### src/rtl/control_sequencer.sv
// control_sequencer: hardwired fetch/decode/execute sequencer for the ALU datapath system.
// Optional build macro: CU_SINGLE_STEP_EN adds a Step input and a WAIT state in front of
// every instruction fetch. With the macro undefined the sequencer free-runs.
module control_sequencer #(
  parameter int unsigned RST_CLR_CYCLES = 1
) (
  input  logic        Clock,
  input  logic        Reset,
  input  logic        Run,
`ifdef CU_SINGLE_STEP_EN
  input  logic        Step,
`endif
  input  logic [15:0] IROut,
  input  logic [3:0]  ALUOutFlag,
  output logic [2:0]  RF_OutASel,
  output logic [2:0]  RF_OutBSel,
  output logic [1:0]  RF_FunSel,
  output logic [1:0]  ARF_FunSel,
  output logic [3:0]  RF_RSel,
  output logic [3:0]  RF_TSel,
  output logic [3:0]  ARF_RegSel,
  output logic [1:0]  ARF_OutCSel,
  output logic [1:0]  ARF_OutDSel,
  output logic        IR_LH,
  output logic        IR_Enable,
  output logic [1:0]  IR_Funsel,
  output logic        Mem_WR,
  output logic        Mem_CS,
  output logic [1:0]  MuxASel,
  output logic [1:0]  MuxBSel,
  output logic        MuxCSel,
  output logic [3:0]  ALU_FunSel,
  output logic        Halted
);

  typedef enum logic [2:0] {
    StRstClr,
    StFetchL,
    StFetchH,
    StExec1,
    StExec2,
`ifdef CU_SINGLE_STEP_EN
    StWait,
`endif
    StHalt
  } stateT;

  localparam logic [3:0] OpLdi = 4'h1;
  localparam logic [3:0] OpLd  = 4'h2;
  localparam logic [3:0] OpSt  = 4'h3;
  localparam logic [3:0] OpAlu = 4'h4;
  localparam logic [3:0] OpBra = 4'h5;
  localparam logic [3:0] OpBeq = 4'h6;
  localparam logic [3:0] OpHlt = 4'hF;

  // Last value of the clear-phase counter before moving on to fetch.
  localparam logic [1:0] ClrLast = 2'(RST_CLR_CYCLES - 1);

  // Where every completed instruction (and the reset clear) hands over to.
`ifdef CU_SINGLE_STEP_EN
  localparam stateT FetchEntry = StWait;
`else
  localparam stateT FetchEntry = StFetchL;
`endif

  stateT      stateQ, stateD;
  logic [1:0] clrCntQ, clrCntD;
  logic       zFlagQ, zFlagD;

  logic [3:0] op;
  logic [1:0] rd;
  logic [1:0] rs;
  logic [3:0] aluFn;
  logic [3:0] rdOneHot;

  assign op       = IROut[15:12];
  assign rd       = IROut[11:10];
  assign rs       = IROut[9:8];
  assign aluFn    = IROut[7:4];
  // R1 lives in bit 3, so Rd=0 maps to 1000.
  assign rdOneHot = 4'b1000 >> rd;

  // Address low nibble and the C/N/O flags are not decoded by the sequencer.
  logic unusedBits;
  assign unusedBits = ^{IROut[3:0], ALUOutFlag[2:0]};

  // State, clear counter and registered Z flag.
  always_ff @(posedge Clock or posedge Reset) begin
    if (Reset) begin
      stateQ  <= StRstClr;
      clrCntQ <= '0;
      zFlagQ  <= 1'b0;
    end else begin
      stateQ  <= stateD;
      clrCntQ <= clrCntD;
      zFlagQ  <= zFlagD;
    end
  end

  // Next-state logic, clear-phase counting and Z capture at the end of an ALU op.
  always_comb begin
    stateD  = stateQ;
    clrCntD = clrCntQ;
    zFlagD  = zFlagQ;
    case (stateQ)
      StRstClr: begin
        if (clrCntQ == ClrLast) begin
          stateD  = FetchEntry;
          clrCntD = '0;
        end else begin
          clrCntD = clrCntQ + 2'd1;
        end
      end
      StFetchL: stateD = StFetchH;
      StFetchH: stateD = StExec1;
      StExec1: begin
        case (op)
          OpLd, OpSt: stateD = StExec2;
          OpHlt:      stateD = StHalt;
          default:    stateD = FetchEntry;
        endcase
        if (op == OpAlu) begin
          zFlagD = ALUOutFlag[3];
        end
      end
      StExec2: stateD = FetchEntry;
      StHalt: begin
        if (Run) begin
          stateD = FetchEntry;
        end
      end
`ifdef CU_SINGLE_STEP_EN
      StWait: begin
        if (Step) begin
          stateD = StFetchL;
        end
      end
`endif
      default: stateD = StRstClr;
    endcase
  end

  // Moore output decode from state and IROut; idle vector whenever Reset is high.
  always_comb begin
    RF_OutASel  = 3'b000;
    RF_OutBSel  = 3'b000;
    RF_FunSel   = 2'b00;
    ARF_FunSel  = 2'b00;
    RF_RSel     = 4'b0000;
    RF_TSel     = 4'b0000;
    ARF_RegSel  = 4'b0000;
    ARF_OutCSel = 2'b00;
    ARF_OutDSel = 2'b00;
    IR_LH       = 1'b0;
    IR_Enable   = 1'b0;
    IR_Funsel   = 2'b00;
    Mem_WR      = 1'b0;
    Mem_CS      = 1'b1;
    MuxASel     = 2'b00;
    MuxBSel     = 2'b00;
    MuxCSel     = 1'b0;
    ALU_FunSel  = 4'b0000;
    Halted      = 1'b0;
    if (!Reset) begin
      case (stateQ)
        StRstClr: begin
          ARF_RegSel = 4'b1110;
          ARF_FunSel = 2'b11;
          RF_RSel    = 4'b1111;
          RF_FunSel  = 2'b11;
        end
        StFetchL, StFetchH: begin
          // Read memory at PC into one IR half, then bump PC.
          ARF_OutDSel = 2'b10;
          Mem_CS      = 1'b0;
          IR_Enable   = 1'b1;
          IR_Funsel   = 2'b10;
          IR_LH       = (stateQ == StFetchH);
          ARF_RegSel  = 4'b1000;
          ARF_FunSel  = 2'b01;
        end
        StExec1: begin
          case (op)
            OpLdi: begin
              MuxASel   = 2'b10;
              RF_RSel   = rdOneHot;
              RF_FunSel = 2'b10;
            end
            OpLd, OpSt: begin
              // AR <= IR[7:0]
              MuxBSel    = 2'b10;
              ARF_RegSel = 4'b0100;
              ARF_FunSel = 2'b10;
            end
            OpAlu: begin
              RF_OutASel = {1'b0, rs};
              MuxCSel    = 1'b0;
              ALU_FunSel = aluFn;
              MuxASel    = 2'b00;
              RF_RSel    = rdOneHot;
              RF_FunSel  = 2'b10;
            end
            OpBra: begin
              MuxBSel    = 2'b10;
              ARF_RegSel = 4'b1000;
              ARF_FunSel = 2'b10;
            end
            OpBeq: begin
              if (zFlagQ) begin
                MuxBSel    = 2'b10;
                ARF_RegSel = 4'b1000;
                ARF_FunSel = 2'b10;
              end
            end
            default: ;
          endcase
        end
        StExec2: begin
          if (op == OpLd) begin
            ARF_OutDSel = 2'b00;
            Mem_CS      = 1'b0;
            MuxASel     = 2'b01;
            RF_RSel     = rdOneHot;
            RF_FunSel   = 2'b10;
          end else if (op == OpSt) begin
            // Rd passes through the ALU unchanged onto the memory data bus.
            ARF_OutDSel = 2'b00;
            RF_OutASel  = {1'b0, rd};
            MuxCSel     = 1'b0;
            ALU_FunSel  = 4'b0000;
            Mem_CS      = 1'b0;
            Mem_WR      = 1'b1;
          end
        end
        StHalt: Halted = 1'b1;
        default: ;
      endcase
    end
  end

endmodule
### config.mk
export PLATFORM = sky130hd
export DESIGN_NAME = control_sequencer
export DESIGN_NICKNAME = d
export VERILOG_FILES = /design/src/rtl/control_sequencer.sv
export SDC_FILE = /design/constraint.sdc
export NUM_CORES = 1
export LEC_CHECK = 0
export CORE_MARGIN = 4
export CORE_UTILIZATION = 33
export CTS_BUF_LIST = sky130_fd_sc_hd__clkbuf_16
export DETAILED_ROUTE_END_ITERATION = 10
export GPL_ROUTABILITY_DRIVEN = 0
export GPL_TIMING_DRIVEN = 0
export PLACE_DENSITY = 0.75
export SLEW_MARGIN = 20
export SYNTH_ARGS = -nofsm -noshare
export SYNTH_HDL_FRONTEND = slang
export SYNTH_SLANG_ARGS = --single-unit
### constraint.sdc
create_clock -name Clock -period 1.88 [get_ports Clock]
set_input_delay 0.282 -clock Clock [delete_from_list [all_inputs] [get_ports Clock]]
set_output_delay 0.282 -clock Clock [all_outputs]
set_load 0.01 [all_outputs]
### Yosys cells after proc, flatten, opt, wreduce, memory -nomap -nowiden

Index checks and enable logic that the tools add are counted.

* register bits after elaboration: 6
* word-level logic and storage cells: 78

* add/sub/neg operators: 1
* eq/ne operators: 14
* shifts and indexed selects: 1
* reduce and logical (&&, ||, !) cells: 8
* mux-type cells: 51

Operator list (count)
* one-hot mux 4 bit (3 select lines): 3
* 2-to-1 mux 2 bit: 16
* 2-to-1 mux 4 bit: 8
* one-hot mux 3 bit (6 select lines): 1
* 2-to-1 mux 1 bit: 14
* == test 4 x 3 -> 1 bit (second input constant): 3
* one-hot mux 2 bit (2 select lines): 3
* one-hot mux 2 bit (3 select lines): 2
* == test 4 x 2 -> 1 bit (second input constant): 2
* == test 3 x 2 -> 1 bit (second input constant): 2
* == test 3 bit (second input constant): 2
* 2-to-1 mux 3 bit: 2
* one-hot mux 3 bit (2 select lines): 1
* OR reduction 2 bit: 3
* == test 4 x 1 -> 1 bit (second input constant): 1
* == test 4 bit (second input constant): 1
* != test 2 bit (second input constant): 2
* AND reduction 2 bit: 2
* >> shifter 4 x 2 -> 4 bit (first input constant): 1
* == test 3 x 1 -> 1 bit (second input constant): 1
* logical NOT 3 bit: 1
* OR reduction 3 bit: 1
* adder 2 x 1 -> 2 bit (second input constant): 1
* logical NOT 2 bit: 1
* one-hot mux 1 bit (2 select lines): 1

### Logic depth before layout (Yosys ltp)

Gate-level depths: netlist of run 1.

* word-level depth: 5
* depth in mapped cells: 6
* mapped depth without buffers: 5

### Worst setup path after synthesis of run 1

OpenSTA, ideal clock, no wires.

* path type: reg2out
* from: register stateQ[2]
* to: output ARF_FunSel[1]
* data arrival time: 1376 ps
* setup slack: 222 ps
* stages on the path, launching flop included: 6
* path through: dfrtp_1 buf_6 or2_1 buf_2 or3_1 o22ai_1

* longest elaborated chain between the ends: 4
* elaborated cells between the ends (all ways): 7
* classes of those cells: eq/ne (3); mux (2); reduce/logical (2)

Ends and longest elaborated chain
* from (decl): line 66 `stateT stateQ, stateD;`
* from (signal assigned): line 90 `stateQ <= StRstClr;`
* from (signal assigned): line 94 `stateQ <= stateD;`
* == test 3 x 2 -> 1 bit or == test 3 x 1 -> 1 bit (tied branches): line 165 `case (stateQ)`
* OR reduction 2 bit: line 165
* one-hot mux 2 bit (3 select lines) (*): line 165
* 2-to-1 mux 2 bit (*): line 164 `if (!Reset) begin`
* to (decl): line 18 `output logic [1:0] ARF_FunSel,`

Every way passes the cells marked *; elsewhere a longest branch is shown, timed or not.

### Worst setup path after layout of run 1

* from: register stateQ[1]
* to: output RF_OutASel[0]

* longest elaborated chain between the ends: 3
* elaborated cells between the ends (all ways): 4
* classes of those cells: eq/ne (2); mux (2)

Ends and longest elaborated chain
* == test 3 bit or == test 3 x 2 -> 1 bit (tied branches): line 165
* one-hot mux 2 bit (2 select lines) (*): line 165
* 2-to-1 mux 2 bit (*): line 164
* to (decl): line 15 `output logic [2:0] RF_OutASel,`

Marked as above.

==> results of run 1 <==
[through the flow]
step	area (um2)	cells	setup WS, ns
4_1_cts	1430	209	-0.149
5_1_grt	1540	219	-0.121
6_report	1540	219	-0.0529
3_5_place_dp	1340	204	-0.781
3_3_place_gp	1340	204	-0.744
2_1_floorplan	901	134	0.222
[worst register-to-register path, cell delays in order, from the launching register on]
cell and delay, ns:
dfrtp_1 0.39, buf_6 0.15, nand2_4 0.07, and4b_1 0.21, buf_6 0.12, buf_4 0.14
buf_4 0.13, nand2_1 0.05, o21ai_1 0.05
[final timing paths]
check                      depth (start not counted)  slack, ns             to
setup reg to reg                                   8       0.45         zFlagQ
hold reg to reg                                    2       0.53         zFlagQ
setup / recovery                                   8      -0.05  RF_OutASel[0]
hold / removal                                     2       0.31      stateQ[1]
max in group asynchronous                          2       1.26      stateQ[0]
min in group Clock                                 3       0.48      stateQ[2]
[final cells by class]
class | instances | area share
well taps | 30 | 0.0244
plain buffers | 24 | 0.127
flip-flops and latches | 6 | 0.0983
repair buffers | 54 | 0.266
multi-input cells | 92 | 0.411
inverters | 10 | 0.0244
clock buffers | 3 | 0.0487
[flip-flops by register name, summed over array words and instances, names as in the netlist]
name,cells
zFlagQ,1
clrCntQ,2
stateQ,3
[cells in the final DEF, fill, tap and decap left out, drive strengths merged]
cell type      synthesis  final
a21oi                 11     11
or2                    2      2
or4b                   1      1
nand2b                 1      1
nor3                   5      5
and4b                  1      1
or4                    1      1
a31oi                  2      2
buf                   26     52
ha                     2      2
dfrtp                  6      6
and2                   2      2
nor2b                  2      2
nor2                  12     12
conb                   1     15
nand3b                 2      2
clkbuf                 0      6
dlygate4sd2            0     11
inv                   10     10
o32a                   1      1
nand2                  6      6
nor4                   1      1
nor3b                  4      4
clkdlybuf4s50          0     10
a22oi                  2      2
or3                    1      1
and3                   5      5
o22ai                  1      1
o21ai                  8      8
clkdlybuf4s15          0      2
xnor2                  2      2
nand3                  2      2
[Yosys cell counts (3+ instances only)]
master | count | area share
inv_1 | 10 | 0.044
nor2_1 | 11 | 0.049
dfrtp_1 | 6 | 0.18
o21ai_1 | 4 | 0.024
buf_2 | 5 | 0.029
and3_1 | 4 | 0.029
a21oi_1 | 10 | 0.059
nand2_1 | 6 | 0.027
buf_4 | 19 | 0.17
o21ai_0 | 3 | 0.018
nor3b_1 | 4 | 0.035
nor3_1 | 5 | 0.029
[logic make-up (layout without fill, tap and decap cells)]
group / count (synthesis) / after routing / synth area share
compound gates: 25 / 25 / 0.173
flops: 6 / 6 / 0.177
fa+ha+maj: 2 / 2 / 0.0295
simple gates: 48 / 48 / 0.327
buf+inv: 36 / 91 / 0.268
xor+xnor: 2 / 2 / 0.0207
other cells: 1 / 15 / 0.00442
[routing by layer]
metal,wire [um],track usage
met1,1140,0.184
met3,171,0.0548
met4,44,0.0550
met2,1560,0.281
met5,0,0
[power groups by stage]
stage                     clock network (W)  logic [W]  registers [W]
after global routing               0.000358    0.00112       0.000213
after global placement                    0   0.000835       0.000189
after detailed placement                  0   0.000847       0.000190
after floorplan                           0   0.000539       0.000183
after CTS                          0.000348   0.000906       0.000206
final                              0.000341    0.00104       0.000209
[repair_timing]
item / 4_1_cts / 5_1_grt
endpoints found under the setup margin: 27 / 12
setup buffers: 3 / 10
pin swaps: 7 / 10
gates resized for setup: 97 / 16
cloned: 1 / 0
==> run metrics, run 1 <==
Synth-to-Final Area Change 81.6%; switching power 0.000622 W; EDFF count, synth 0; Mapped Cells 120; Worst path slowest cell dfrtp_1; largest net degree at the start of global routing 13; min Tclk post-route 1.93 ns; skew final 0.00216 ns; hold_ws 0.312 ns; endpoints failing hold 0; maximum VDD drop 0.835 mV; drt initial violations 24; FF/Latch Area 151 um2; initial antenna violation count 0; vias post-DR 1026; Starting Density 0.346; ys flop type dfrtp_1; Flop pwr share 0.131; # setup viols final 8; final core occ 0.627; Final ANT Viol Nets 0; CTS Sinks 6; Antenna Cells 0; mapped cell area 848 um2; die width 58.7 um; internal power 0.000969 W; max cap viols 0; power share of the clock group 0.214; CP top delay family buffers and inverters; combinational share of power 0.654; PortBufs 40; detailed placer's ending HPWL 1.99 mm; grt total ovfl 0; CP required 1.60 ns; CP peak stage delay 0.39 ns; Startpoint Class flop; critical path launch point stateQ[1]; synth warn 0; Cell variety after synth 36; IO Count 65; Max FO, Critical Path 5; DRC Markers 0; CP Data Arrival Time 1.65 ns; WP buf/inv 4; Final WS setup -0.0529 ns; H-tree depth 1; R2R Path Start stateQ[1]; CTS Buffer Depth 2; Synth Register Bits 6; num rows 18; Core Footprint 0.00245 mm2; clock tree from TritonCTS yes; P_leak 0.802 nW; Worst Setup Path Type flop to primary output; global-route wire length before repair 4.33 mm; die area 0.00345 mm2; nets 216; Chip Height 58.7 um; pwr dens 1030 mW/mm2; Setup crit end kind primary output; TritonRoute pass-1 iters 4; # fillers 222; clock buffer count from CTS 3; worst-skew pair later-pin latency 0.23 ns; Seq/Total Area, Yosys 0.177; Multi-input gate area 633 um2; Root Driver clkbuf_16; PnR Total Power 0.00159 W; status finished, violations left; Hold Buf Count CTS 0; Final Cycle Share 1.03; number of global-route vias before repair 929; failing checks setup timing; CP Cell Sequence buf_6, nand2_4, and4b_1, buf_6, buf_4, a22oi_2, nor3_1, buf_2; GR Util All Layers 0.161; setup tns final -0.113 ns; Worst-path clk slew 0.03 ns; sw frac 0.391; async set or reset register ratio after synthesis 1.00; Max Freq 0.517 GHz; WL per Instance 13.3 um; RSZ-0062 raised after global routing true; syn avg cell area 7.07 um2; via/cell ratio 4.68; most used cell, CP buf_6; Slew Viols, Final 0; share of layout cells above drive strength 1 0.423; Hold Path Class primary input to async pin; DRT Wirelength 2.92 mm
Note: power is estimated with default switching activity, not from simulation.
==> run 2: changes to the inputs <==
--- a/config.mk
+++ b/config.mk
@@ -5,7 +5,6 @@
 export SDC_FILE = /design/constraint.sdc
 export NUM_CORES = 1
 export LEC_CHECK = 0
-export CORE_MARGIN = 4
 export CORE_UTILIZATION = 33
 export CTS_BUF_LIST = sky130_fd_sc_hd__clkbuf_16
 export DETAILED_ROUTE_END_ITERATION = 10
==> run 2 against run 1 <==
Clock power up 1%. The run still ends with setup timing left. Final cell count down 3.7%. Via count down 2.0%. Critical path type unchanged.
==> run metrics, run 2 (synthesis results as in run 1) <==
most frequent cells in the layout buf_4, conb_1, inv_1, buf_2, clkdlybuf4s50_1 (was buf_4, conb_1, buf_2, dlygate4sd2_1); WL met1 1.03 mm (was 1.14 mm); clock tree from TritonCTS yes (unchanged); status finished, violations left (unchanged); Final Cycle Share 1.00 (was 1.03); WL per Instance 11.8 um (was 13.3 um); nets 208 (was 216); Setup crit end kind primary output (unchanged); Final ANT Viol Nets 0 (unchanged); maximum VDD drop 0.638 mV (was 0.835 mV); setup tns final -0.000569 ns (was -0.113 ns); grt total ovfl 0 (unchanged); die width 52.7 um (was 58.7 um); Root Driver clkbuf_16 (unchanged); Antenna Cells 0 (unchanged); initial antenna violation count 0 (unchanged); Worst path slowest cell dfrtp_1 (unchanged); most common cell after layout, fill and taps aside buf_4 (unchanged); Hold Path Class primary input to async pin (unchanged); Max FO, Critical Path 9 (was 5); CP Cell Sequence buf_6, nor3_4, and4b_1, buf_6, a22oi_1, nor3_1, clkbuf_2 (was buf_6, nand2_4, and4b_1, buf_6, buf_4, a22oi_2, nor3_1, buf_2); Core Footprint 0.00245 mm2 (unchanged); Hold Buf Count CTS 0 (unchanged); clock buffer count from CTS 3 (unchanged); Slew Viols, Final 0 (unchanged); wire length on met3 158 um (was 171 um); max FFs per register 3 (unchanged); share of layout cells above drive strength 1 0.403 (was 0.423); GR Util All Layers 0.181 (was 0.161); Synth-to-Final Area Change 74.3% (was 81.6%); Chip Height 52.7 um (was 58.7 um); CP top delay family simple AND/OR/NAND/NOR gates (was buffers and inverters); WP buf/inv 3 (was 4); number of global-route vias before repair 881 (was 929); pwr dens 1050 mW/mm2 (was 1030 mW/mm2); detailed placer's ending HPWL 1.79 mm (was 1.99 mm); Top Registers stateQ (3), clrCntQ (2), zFlagQ (1) (unchanged); Starting Density 0.346 (unchanged); skew final 0.000379 ns (was 0.00216 ns); P_leak 0.757 nW (was 0.802 nW); met2 WL 1.29 mm (was 1.56 mm); Worst-path clk slew 0.03 ns (about the same); CP Data Arrival Time 1.60 ns (was 1.65 ns); Startpoint Class flop (unchanged); Top Layer Used met4 (unchanged); min Tclk post-route 1.88 ns (was 1.93 ns); CTS Buffer Depth 2 (unchanged); max cap viols 0 (unchanged); worst-skew pair later-pin latency 0.23 ns (about the same); PortBufs 40 (unchanged); most used cell, CP buf_6 (unchanged); IO Count 65 (unchanged); CTS Sinks 6 (unchanged); CP required 1.60 ns (about the same); num rows 18 (unchanged); endpoints failing hold 0 (unchanged); DRC Markers 0 (unchanged); via/cell ratio 4.76 (was 4.68); global-route wire length before repair 3.74 mm (was 4.33 mm); TritonRoute pass-1 iters 4 (unchanged); Max Freq 0.532 GHz (was 0.517 GHz); Worst Setup Path Type flop to primary output (unchanged); Biggest register stateQ (unchanged); # setup viols final 1 (was 8); largest net degree at the start of global routing 13 (unchanged); drt initial violations 18 (was 24); Setup Slack @ Placement -0.799 ns (was -0.781 ns); CP peak stage delay 0.36 ns (was 0.39 ns); Final WS setup -0.000569 ns (was -0.0529 ns); H-tree depth 1 (unchanged); failing checks setup timing (unchanged); die area 0.00278 mm2 (was 0.00345 mm2); vias post-DR 1005 (was 1026); DRT Wirelength 2.49 mm (was 2.92 mm); RSZ-0062 raised after global routing true (unchanged)
==> run 2: per-stage QoR <==
step | hold WS (ns) | total power (W) | instances | utilization | area, um2
floorplan | 0.106 | 0.000722 | 134 | - | 901
global placement | 0.522 | 0.00102 | 204 | 0.545 | 1340
detailed placement | 0.535 | 0.00104 | 204 | 0.545 | 1340
CTS | 0.284 | 0.00140 | 206 | 0.586 | 1440
global route | 0.343 | 0.00165 | 211 | 0.602 | 1480
finish | 0.294 | 0.00155 | 211 | 0.602 | 1480
==> run 2: worst paths after layout <==
check,start,end,slack [ns],cells after the start
max,stateQ[2],RF_OutASel[0],-0.0006,7
min,Reset,stateQ[2],0.29,2
max reg2reg,stateQ[1],clrCntQ[1],0.57,5
min reg2reg,clrCntQ[0],clrCntQ[0],0.54,2
max in group asynchronous,Reset,stateQ[0],1.30,2
min in group Clock,IROut[13],stateQ[2],0.48,3
==> run 2: area by class of cell <==
type / count / area (um2)
Fill cell: 241 / 976
Multi-Input combinational cell: 92 / 621
Timing Repair Buffer: 46 / 360
Buffer: 24 / 196
Sequential cell: 6 / 151
Clock buffer: 3 / 75.1
Inverter: 10 / 37.5
Tap cell: 30 / 37.5
==> run 2: report_power, final <==
part	internal [W]	leakage (nW)	total, W	switching [W]
Clock	0.000273	0.0370	0.000345	0.0000722
Combinational	0.000488	0.645	0.000993	0.000505
Sequential	0.000170	0.0751	0.000208	0.0000386
Total	0.000931	0.757	0.00155	0.000616
==> run 2: layer usage <==
| metal | vias up | track usage |
|---|---|---|
| met2 | 33 | 0.308 |
| met4 | 0 | 0.0702 |
| met3 | 2 | 0.0522 |
| li1 | 494 | - |
| met5 | - | 0 |
| met1 | 476 | 0.210 |
==> run 2: repair_timing <==
item,in CTS,in global routing
buffers inserted,0,6
endpoints found under the setup margin,27,19
resized for setup,62,44
pin swaps,1,11
==> run 3: changes to the inputs <==
--- a/config.mk
+++ b/config.mk
@@ -5,12 +5,13 @@
 export SDC_FILE = /design/constraint.sdc
 export NUM_CORES = 1
 export LEC_CHECK = 0
+export ABC_AREA = 1
 export CORE_UTILIZATION = 33
 export CTS_BUF_LIST = sky130_fd_sc_hd__clkbuf_16
 export DETAILED_ROUTE_END_ITERATION = 10
 export GPL_ROUTABILITY_DRIVEN = 0
 export GPL_TIMING_DRIVEN = 0
-export PLACE_DENSITY = 0.75
+export PLACE_DENSITY = 0.77
 export SLEW_MARGIN = 20
 export SYNTH_ARGS = -nofsm -noshare
 export SYNTH_HDL_FRONTEND = slang
==> constraint.sdc (replaced) <==
create_clock -name Clock -period 1.95 [get_ports Clock]
set_input_delay 0.39 -clock Clock [delete_from_list [all_inputs] [get_ports Clock]]
set_output_delay 0.39 -clock Clock [all_outputs]
set_load 0.01 [all_outputs]
==> run 3 against run 2 <==
The run now ends clean. Global-route usage is 1.9 points higher. Utilization up 6.1 points. Combinational power decreased by 13%. Synthesized cell count up 11%. Clock skew is 0.0012 ns higher. Routed wire length grew 5.8%. Critical path depth decreased by 3. Clock power is 4% lower. Critical path type is now primary input to primary output. Highest routed layer unchanged.
==> run metrics, run 3 <==
Top Registers stateQ (3), clrCntQ (2), zFlagQ (1) (unchanged); Synth area leader dfrtp_1 (unchanged); final core occ 0.663 (was 0.602); Cell variety after synth 24 (was 36); Worst Setup Path Type primary input to primary output (was flop to primary output); max FFs per register 3 (unchanged); CTS Sinks 6 (unchanged); switching power 0.000610 W (was 0.000616 W); CP required 1.56 ns (was 1.60 ns); Post-synth top cells nor2_1, nand2_1, buf_4 (was buf_4, nor2_1, a21oi_1, inv_1); Core Footprint 0.00228 mm2 (was 0.00245 mm2); status complete, no violations (was finished, violations left); die area 0.00267 mm2 (was 0.00278 mm2); combinational share of power 0.606 (was 0.642); R2R Setup Slk 0.72 ns (was 0.57 ns); clock tree from TritonCTS yes (unchanged); most frequent cells in the layout buf_4, nand2_1, nor2_1, conb_1 (was buf_4, conb_1, inv_1, buf_2, clkdlybuf4s50_1); endpoints failing hold 0 (unchanged); syn avg cell area 6.13 um2 (was 7.07 um2); DRT Wirelength 2.64 mm (was 2.49 mm); drt initial violations 15 (was 18); Slew Viols, Final 0 (unchanged); P_leak 0.866 nW (was 0.757 nW); mapped cell area 816 um2 (was 848 um2); Final WS setup 0.0392 ns (was -0.000569 ns); cell count after placement 217 (was 204); CP peak stage delay 0.33 ns (was 0.36 ns); Biggest register stateQ (unchanged); async set or reset register ratio after synthesis 1.00 (unchanged); IO Count 65 (unchanged); CP Data Arrival Time 1.52 ns (was 1.60 ns); most common cell after layout, fill and taps aside buf_4 (unchanged); largest cells by area after synthesis dfrtp_1, buf_4, nor2_1 (was dfrtp_1, buf_4, a21oi_1); Max FO, Critical Path 10 (was 9); Flop pwr share 0.162 (was 0.135); ys flop type dfrtp_1 (unchanged); Starting Density 0.358 (was 0.346); num rows 17 (was 18); Worst-path clk slew 0.03 ns (about the same); Root Driver clkbuf_16 (unchanged); hold_ws 0.440 ns (was 0.294 ns); Synth Register Bits 6 (unchanged); internal power 0.000815 W (was 0.000931 W); Setup Slack @ Placement -0.635 ns (was -0.799 ns); H-tree depth 1 (unchanged); largest net degree at the start of global routing 11 (was 13); skew final 0.00159 ns (was 0.000379 ns); Hold Path Class primary input to async pin (unchanged); # setup viols final 0 (was 1); DRC Markers 0 (unchanged); global-route wire length before repair 3.95 mm (was 3.74 mm); CTS Buffer Depth 2 (unchanged); area share of the largest cell type after synthesis 0.184 (was 0.177); maximum VDD drop 0.534 mV (was 0.638 mV); die width 51.7 um (was 52.7 um); grt total ovfl 0 (unchanged); Final ANT Viol Nets 0 (unchanged); Max Freq 0.523 GHz; Final Cycle Share 0.980; worst-skew pair later-pin latency 0.23 ns (about the same); Worst path slowest cell nor4_1 (was dfrtp_1); vias post-DR 1030 (was 1005); min Tclk post-route 1.91 ns; detailed placer's ending HPWL 1.79 mm (about the same); initial antenna violation count 0 (unchanged); sw frac 0.428 (was 0.398); via/cell ratio 4.44 (was 4.76); GR Util All Layers 0.200 (was 0.181); pwr dens 944 mW/mm2 (was 1050 mW/mm2); Chip Height 51.7 um (was 52.7 um); number of global-route vias before repair 960 (was 881); clock buffer count from CTS 3 (unchanged); EDFF count, synth 0 (unchanged); power share of the clock group 0.232 (was 0.223); Setup crit end kind primary output (unchanged); TritonRoute pass-1 iters 4 (unchanged); max cap viols 0 (unchanged); nets 231 (was 208); PortBufs 42 (was 40); most used cell, CP dlygate4sd2_1 (was buf_6); Synth-to-Final Area Change 85.0% (was 74.3%); Antenna Cells 0 (unchanged); CP Cell Sequence dlygate4sd2_1, clkbuf_4, nor4_1, dlygate4sd2_1 (was buf_6, nor3_4, and4b_1, buf_6, a22oi_1, nor3_1, clkbuf_2); WL per Instance 11.4 um (was 11.8 um); Mapped Cells 133 (was 120); setup tns final 0 ns (was -0.000569 ns); Seq/Total Area, Yosys 0.184 (was 0.177); share of layout cells above drive strength 1 0.436 (was 0.403); Startpoint Class primary input (was flop); Final Non-Filler Cells 232 (was 211); count leader, synth nor2_1 (was buf_4); synth warn 0 (unchanged)
==> run 3: layout make-up <==
class	count	area, um2
repair buffers	55	427
plain buffers	19	143
well taps	28	35.0
flip-flops and latches	6	154
multi-input cells	102	588
clock buffers	3	75.1
inverters	19	87.6
fillers	200	767
==> run 3: per-layer routing <==
metal / GRT usage / share of wire / up-vias
li1: - / - / 526
met1: 0.189 / 0.37 / 447
met2: 0.409 / 0.55 / 53
met3: 0.0292 / 0.073 / 4
met4: 0.0946 / 0.011 / 0
met5: 0 / 0 / -
==> run 3: metrics by stage <==
stage	area, um2	total power, W
2_1_floorplan	868	0.000626
3_3_place_gp	1320	0.000890
3_5_place_dp	1320	0.000906
4_1_cts	1530	0.00138
5_1_grt	1510	0.00152
6_report	1510	0.00142
==> run 3: worst max-delay path: cells and delay by family <==
family	cells	cell delay (ns)
AND/OR/NAND/NOR	1	0.33
buffers and inverters	3	0.81
==> run 3: kinds of logic after synthesis <==
kind of cell | share of synthesized area
buf+inv | 0.265
compound gates | 0.112
other cells | 0.00460
simple gates | 0.403
flops | 0.184
fa+ha+maj | 0.0307
==> run 3: power by group through the flow <==
stage	registers [W]	logic, W	clock network (W)
after floorplan	0.000186	0.000440	0
after global placement	0.000193	0.000698	0
final	0.000231	0.000863	0.000331
after CTS	0.000232	0.000817	0.000330
after global routing	0.000233	0.000937	0.000348
after detailed placement	0.000196	0.000710	0
==> run 3: timing repair <==
item / in CTS / in global routing
setup buffers: 10 / 4
hold buffers: 0 / 0
resized for setup: 74 / 32
gates cloned: 0 / 0
setup endpoints to repair: 27 / 19
pin swaps: 6 / 8
hold endpoints to repair: 0 / 0
==> run 3: worst paths after layout <==
path                                 from          to  cells after the start
worst min register to register  stateQ[2]   stateQ[1]                      1
worst min-delay path                Reset   stateQ[2]                      3
worst max register to register  stateQ[1]  clrCntQ[1]                      6
max in group asynchronous           Reset   stateQ[0]                      3
worst max-delay path                Reset      Halted                      4
min in group Clock              stateQ[2]   stateQ[1]                      1
